$ cat src/rtl/regfile_2r1w.sv
// regfile_2r1w: parametrised register file with two registered read ports,
// one write port with write-to-read bypass, and a sequential bulk-clear
// engine that reports progress on clear_busy.
//
// Optional build macro REGFILE_ZERO_REG_EN: register 0 is hardwired to zero,
// writes to index 0 are discarded and the clear engine starts at index 1.
//
// Handshake: clear_busy is a plain registered status flag. While it is high
// the write port is owned by the clear engine and any write_en is dropped,
// so the writeback stage must stall on clear_busy. clear_req is only
// sampled while clear_busy is low.

module regfile_2r1w #(
    parameter  int WIDTH = 16,
    parameter  int DEPTH = 8,
    localparam int AW    = $clog2(DEPTH)
) (
    input  logic             clk,
    input  logic             reset,
    input  logic [WIDTH-1:0] data_in,
    input  logic [AW-1:0]    write_addr,
    input  logic             write_en,
    input  logic [AW-1:0]    read_addr_a,
    input  logic [AW-1:0]    read_addr_b,
    output logic [WIDTH-1:0] data_out_a,
    output logic [WIDTH-1:0] data_out_b,
    input  logic             clear_req,
    output logic             clear_busy
);

    typedef enum logic {
        ST_IDLE  = 1'b0,
        ST_CLEAR = 1'b1
    } state_t;

    // One extra bit so DEPTH itself is representable for range checks.
    localparam logic [AW:0] DEPTH_EXT = (AW+1)'(DEPTH);
    localparam logic [AW-1:0] CLR_LAST = AW'(DEPTH - 1);
`ifdef REGFILE_ZERO_REG_EN
    localparam logic [AW-1:0] CLR_FIRST = AW'(1);
`else
    localparam logic [AW-1:0] CLR_FIRST = AW'(0);
`endif

    logic [WIDTH-1:0] mem_q [DEPTH];
    logic [WIDTH-1:0] rd_a_q, rd_a_d;
    logic [WIDTH-1:0] rd_b_q, rd_b_d;
    state_t           state_q, state_d;
    logic [AW-1:0]    cnt_q, cnt_d;
    logic             busy_q, busy_d;

    // Effective write port: the clear engine owns it in CLEAR, otherwise the
    // external port drives it when the address is in range.
    logic             wr_en;
    logic [AW-1:0]    wr_addr;
    logic [WIDTH-1:0] wr_data;

    // Select the source of this edge's register write.
    always_comb begin
        wr_en   = 1'b0;
        wr_addr = write_addr;
        wr_data = data_in;
        if (state_q == ST_CLEAR) begin
            wr_en   = 1'b1;
            wr_addr = cnt_q;
            wr_data = '0;
        end else if (write_en && ({1'b0, write_addr} < DEPTH_EXT)) begin
            wr_en = 1'b1;
        end
`ifdef REGFILE_ZERO_REG_EN
        if (wr_addr == '0) begin
            wr_en = 1'b0;
        end
`endif
    end

    // Port A next value: out-of-range reads zero, same-edge write bypasses.
    always_comb begin
        rd_a_d = '0;
        if ({1'b0, read_addr_a} < DEPTH_EXT) begin
            if (wr_en && (wr_addr == read_addr_a)) begin
                rd_a_d = wr_data;
            end else begin
                rd_a_d = mem_q[read_addr_a];
            end
        end
`ifdef REGFILE_ZERO_REG_EN
        if (read_addr_a == '0) begin
            rd_a_d = '0;
        end
`endif
    end

    // Port B next value: same rules as port A, fully independent.
    always_comb begin
        rd_b_d = '0;
        if ({1'b0, read_addr_b} < DEPTH_EXT) begin
            if (wr_en && (wr_addr == read_addr_b)) begin
                rd_b_d = wr_data;
            end else begin
                rd_b_d = mem_q[read_addr_b];
            end
        end
`ifdef REGFILE_ZERO_REG_EN
        if (read_addr_b == '0) begin
            rd_b_d = '0;
        end
`endif
    end

    // Clear FSM next state: walk the counter from CLR_FIRST up to DEPTH-1.
    always_comb begin
        state_d = state_q;
        cnt_d   = cnt_q;
        case (state_q)
            ST_IDLE: begin
                if (clear_req) begin
                    state_d = ST_CLEAR;
                    cnt_d   = CLR_FIRST;
                end
            end
            ST_CLEAR: begin
                if (cnt_q == CLR_LAST) begin
                    state_d = ST_IDLE;
                    cnt_d   = '0;
                end else begin
                    cnt_d = cnt_q + AW'(1);
                end
            end
            default: begin
                state_d = ST_IDLE;
                cnt_d   = '0;
            end
        endcase
        busy_d = (state_d == ST_CLEAR);
    end

    // Clear FSM state, counter and busy flag registers.
    always_ff @(posedge clk or posedge reset) begin
        if (reset) begin
            state_q <= ST_IDLE;
            cnt_q   <= '0;
            busy_q  <= 1'b0;
        end else begin
            state_q <= state_d;
            cnt_q   <= cnt_d;
            busy_q  <= busy_d;
        end
    end

    // Register array storage.
    always_ff @(posedge clk or posedge reset) begin
        if (reset) begin
            for (int i = 0; i < DEPTH; i++) begin
                mem_q[i] <= '0;
            end
        end else if (wr_en) begin
            mem_q[wr_addr] <= wr_data;
        end
    end

    // Registered read data for both ports.
    always_ff @(posedge clk or posedge reset) begin
        if (reset) begin
            rd_a_q <= '0;
            rd_b_q <= '0;
        end else begin
            rd_a_q <= rd_a_d;
            rd_b_q <= rd_b_d;
        end
    end

    assign data_out_a = rd_a_q;
    assign data_out_b = rd_b_q;
    assign clear_busy = busy_q;

endmodule

$ cat config.mk
export PLATFORM = sky130hd
export DESIGN_NAME = regfile_2r1w
export DESIGN_NICKNAME = d
export VERILOG_FILES = /design/src/rtl/regfile_2r1w.sv
export SDC_FILE = /design/constraint.sdc
export NUM_CORES = 1
export LEC_CHECK = 0
export BUFFER_PORTS_ARGS = -buffer_cell sky130_fd_sc_hd__buf_4
export CAP_MARGIN = 10
export CELL_PAD_IN_SITES_DETAIL_PLACEMENT = 1
export CELL_PAD_IN_SITES_GLOBAL_PLACEMENT = 1
export CORE_ASPECT_RATIO = 0.9
export CORE_MARGIN = 2
export CORE_UTILIZATION = 45
export CTS_CLUSTER_SIZE = 25
export DETAILED_ROUTE_END_ITERATION = 10
export PLACE_DENSITY = 0.75
export SLEW_MARGIN = 25
export SYNTH_ARGS = -nofsm -noshare
export SYNTH_HDL_FRONTEND = slang
export SYNTH_SLANG_ARGS = --single-unit
$ cat constraint.sdc
create_clock -name clk -period 5.7 [get_ports clk]
set_clock_uncertainty 0.05 [all_clocks]
set_input_delay 0 -clock clk [delete_from_list [all_inputs] [get_ports clk]]
set_output_delay 0 -clock clk [all_outputs]
set_load 0.005 [all_outputs]
==> impl_metrics.ini <==
[die]
die_w_um = 145.2
ios = 62
die_area_um2 = 19020
start_util_pct = 45.82
rows = 46
core_um2 = 17610
die_h_um = 131.0

[route]
routed_wl_mm = 21.08
drtPass1Iterations = 4
vias = 5443
postRouteAntennaNets = 0
drc = 0
routed_via_density = 5.682
first_iter_violations = 287
wl_per_cell_um = 22.00

[timing]
fin_setup_tns_ps = 0
finalSetupViolCount = 0
tightest_slew_ps = 759.7
maxSlewViolCount = 0
timing.fmax_mhz = 373.7
fin_crit_sh_pct = 46.94
final_hold_viol_count = 0
maxSlewHeadroom_pct = 49.19
rsz0062_at_grt = no
min_period_ps = 2676

[cells_and_area]
multi_input_area_um2 = 3661
drive_gt1_share_pct = 24.79
layout_common_cells = dfrtp_1 (164), nand2_1 (130), o21ai_0 (130), buf_4 (75), mux2i_1 (65)
syn_to_final_growth_pct = 14.82
final_cells = 958
n_antenna_cell = 0
final_nets = 736
regArea_um2 = 4104
fillCellCount = 1822
final_common_cell = dfrtp_1

[cts]
cts_sinks = 164
clk-insertion-delay-late_ps = 440
cts_buffer_depth = 2
cts_root_buf = clkbuf_16
cts-resized-gates = 0
h-tree-depth = 4
clkSlewWorstSetupHoldPaths_ps = 70
cts_tree = done
numCtsBuffers = 17

[setup_path]
crit_path_start_kind = register
path_max_fanout = 32
cp-end-kind = register
reg2regPathDepth = 6
cp.arrival_ps = 2970
critPathRequiredTime_ps = 6000
rr_startpoint = clear_busy
worstSetupPathType = reg2reg
reg2reg_slack_ps = 3020
reg2reg_to = data_out_b[9]

[min_path]
hold_depth = 3
min-delay-start = data_in[0]
hp-class = in2reg
min_to = data_out_b[0]

[power]
p_per_area_nw_per_um2 = 522.7
total_power_mw = 4.843
ir_drop_uv = 218.2
power_leakage_nw = 4.038

[synthesis]
syn_nets = 705
synth_cell_type_count = 27
syn-cell-area_um2 = 8070
ys.flop_type = dfrtp_1
synthArstFlopShare_pct = 100.0
synth.avg_cell_area_um2 = 11.97
synth_warnings = 0
synth_edf_count = 0
ys_seq_area_share_pct = 50.85
synthCells = 674
ys_seq_elements = 164

[grt]
grt.overflow.total = 0
grt_usage_pct = 23.92
grt_pass1_wl_mm = 33.93
first_global_vias = 6098
grt_antenna_before_repair = 0
grt_max_degree = 78

[outcome]
status = finished clean

[placement]
port_buffers = 61
dp.cells = 924
gp_congestion = 0.7568
place_hpwl_mm = 12.82

[flow_run]
cap_violations = 0
## synthesized netlist by cell type, types with 2 or more instances
library cell	count	share of area, %
o21ai_0	130	8.1
buf_1	13	0.60
clkbuf_1	34	1.6
dfrtp_1	164	51
nor3_4	2	0.40
ha_1	2	0.31
nor2b_1	2	0.16
xnor2_1	8	0.87
a22oi_1	2	0.19
mux2i_1	65	8.1
nand2b_1	19	1.5
o211ai_1	8	0.74
buf_8	2	0.37
mux2_2	2	0.28
buf_2	16	0.99
mux4_2	64	18
inv_1	2	0.093
nand2_1	130	6.0
## worst max-delay path by stage
stage / startpoint / depth (start not counted) / end / slack [ps]
6_report: clear_busy / 6 / data_out_b[9] / 3020
5_1_grt: clear_busy / 6 / data_out_b[9] / 2900
4_1_cts: clear_busy / 6 / data_out_b[9] / 3020
3_5_place_dp: clear_busy / 6 / data_out_b[9] / 3040
3_3_place_gp: clear_busy / 6 / data_out_b[9] / 3190
2_1_floorplan: reset / 1 / clear_busy / 1220
## layer usage
layer / track usage [%] / vias up / part of all wire [%]
met5: 0 / - / 0
met4: 10.09 / 0 / 2.3
met3: 4.444 / 36 / 2.9
met2: 44.26 / 94 / 53
met1: 27.85 / 2846 / 41
li1: - / 2467 / -
## state kept, by name, summed over array words and instances (netlist names)
register and cells:
mem_q 128, data_out_a 16, data_out_b 16, cnt_q 3, clear_busy 1
## worst max-delay path, stage by stage, from the launching register on
cell     delay, ps
dfrtp_1        440
buf_4          380
mux2i_2        320
xnor2_1        130
nor3_4         690
buf_4          340
mux2i_1        230
## power by group
part,switching (mW),total (mW),internal (mW)
Combinational,0.942,1.73,0.788
Sequential,0.336,1.98,1.64
Clock,0.484,1.14,0.653
## final cells by class
type / instances / area share (%)
tap: 240 / 3.241
inverter: 2 / 0.1350
multi-input combinational: 442 / 39.51
clock inverter: 13 / 1.458
sequential: 164 / 44.29
clock buffer: 19 / 4.780
timing repair buffer: 78 / 6.589
## logic make-up (layout without fill, tap and decap cells)
family | count (synthesis) | after routing | share of synthesized area [%]
XOR/XNOR | 8 | 8 | 0.8683
multiplexers | 133 | 133 | 26.65
AO/OA/AOI/OAI | 142 | 142 | 9.132
flip-flops | 164 | 164 | 50.85
buffers and inverters | 68 | 112 | 3.783
AND/OR/NAND/NOR | 157 | 157 | 8.403
adder cells (fa/ha/maj) | 2 | 2 | 0.3100
## per-stage QoR
| stage | setup slack (ps) | util (%) | cell area, um2 | hold slack, ps |
|---|---|---|---|---|
| 2_1_floorplan | 1217 | - | 8070 | 57.27 |
| 3_3_place_gp | 3192 | 49.06 | 8641 | 112.4 |
| 3_5_place_dp | 3044 | 49.22 | 8668 | 126.0 |
| 4_1_cts | 3015 | 52.61 | 9266 | 20.17 |
| 5_1_grt | 2902 | 52.61 | 9266 | 68.33 |
| 6_report | 3024 | 52.61 | 9266 | 18.79 |
## what timing repair did
action                     in CTS  in global routing
buffers inserted                0                  0
hold buffers                    2                  0
hold endpoints to repair       80                  0
setup endpoints to repair       0                  0
Note: power is estimated with default switching activity, not from simulation.
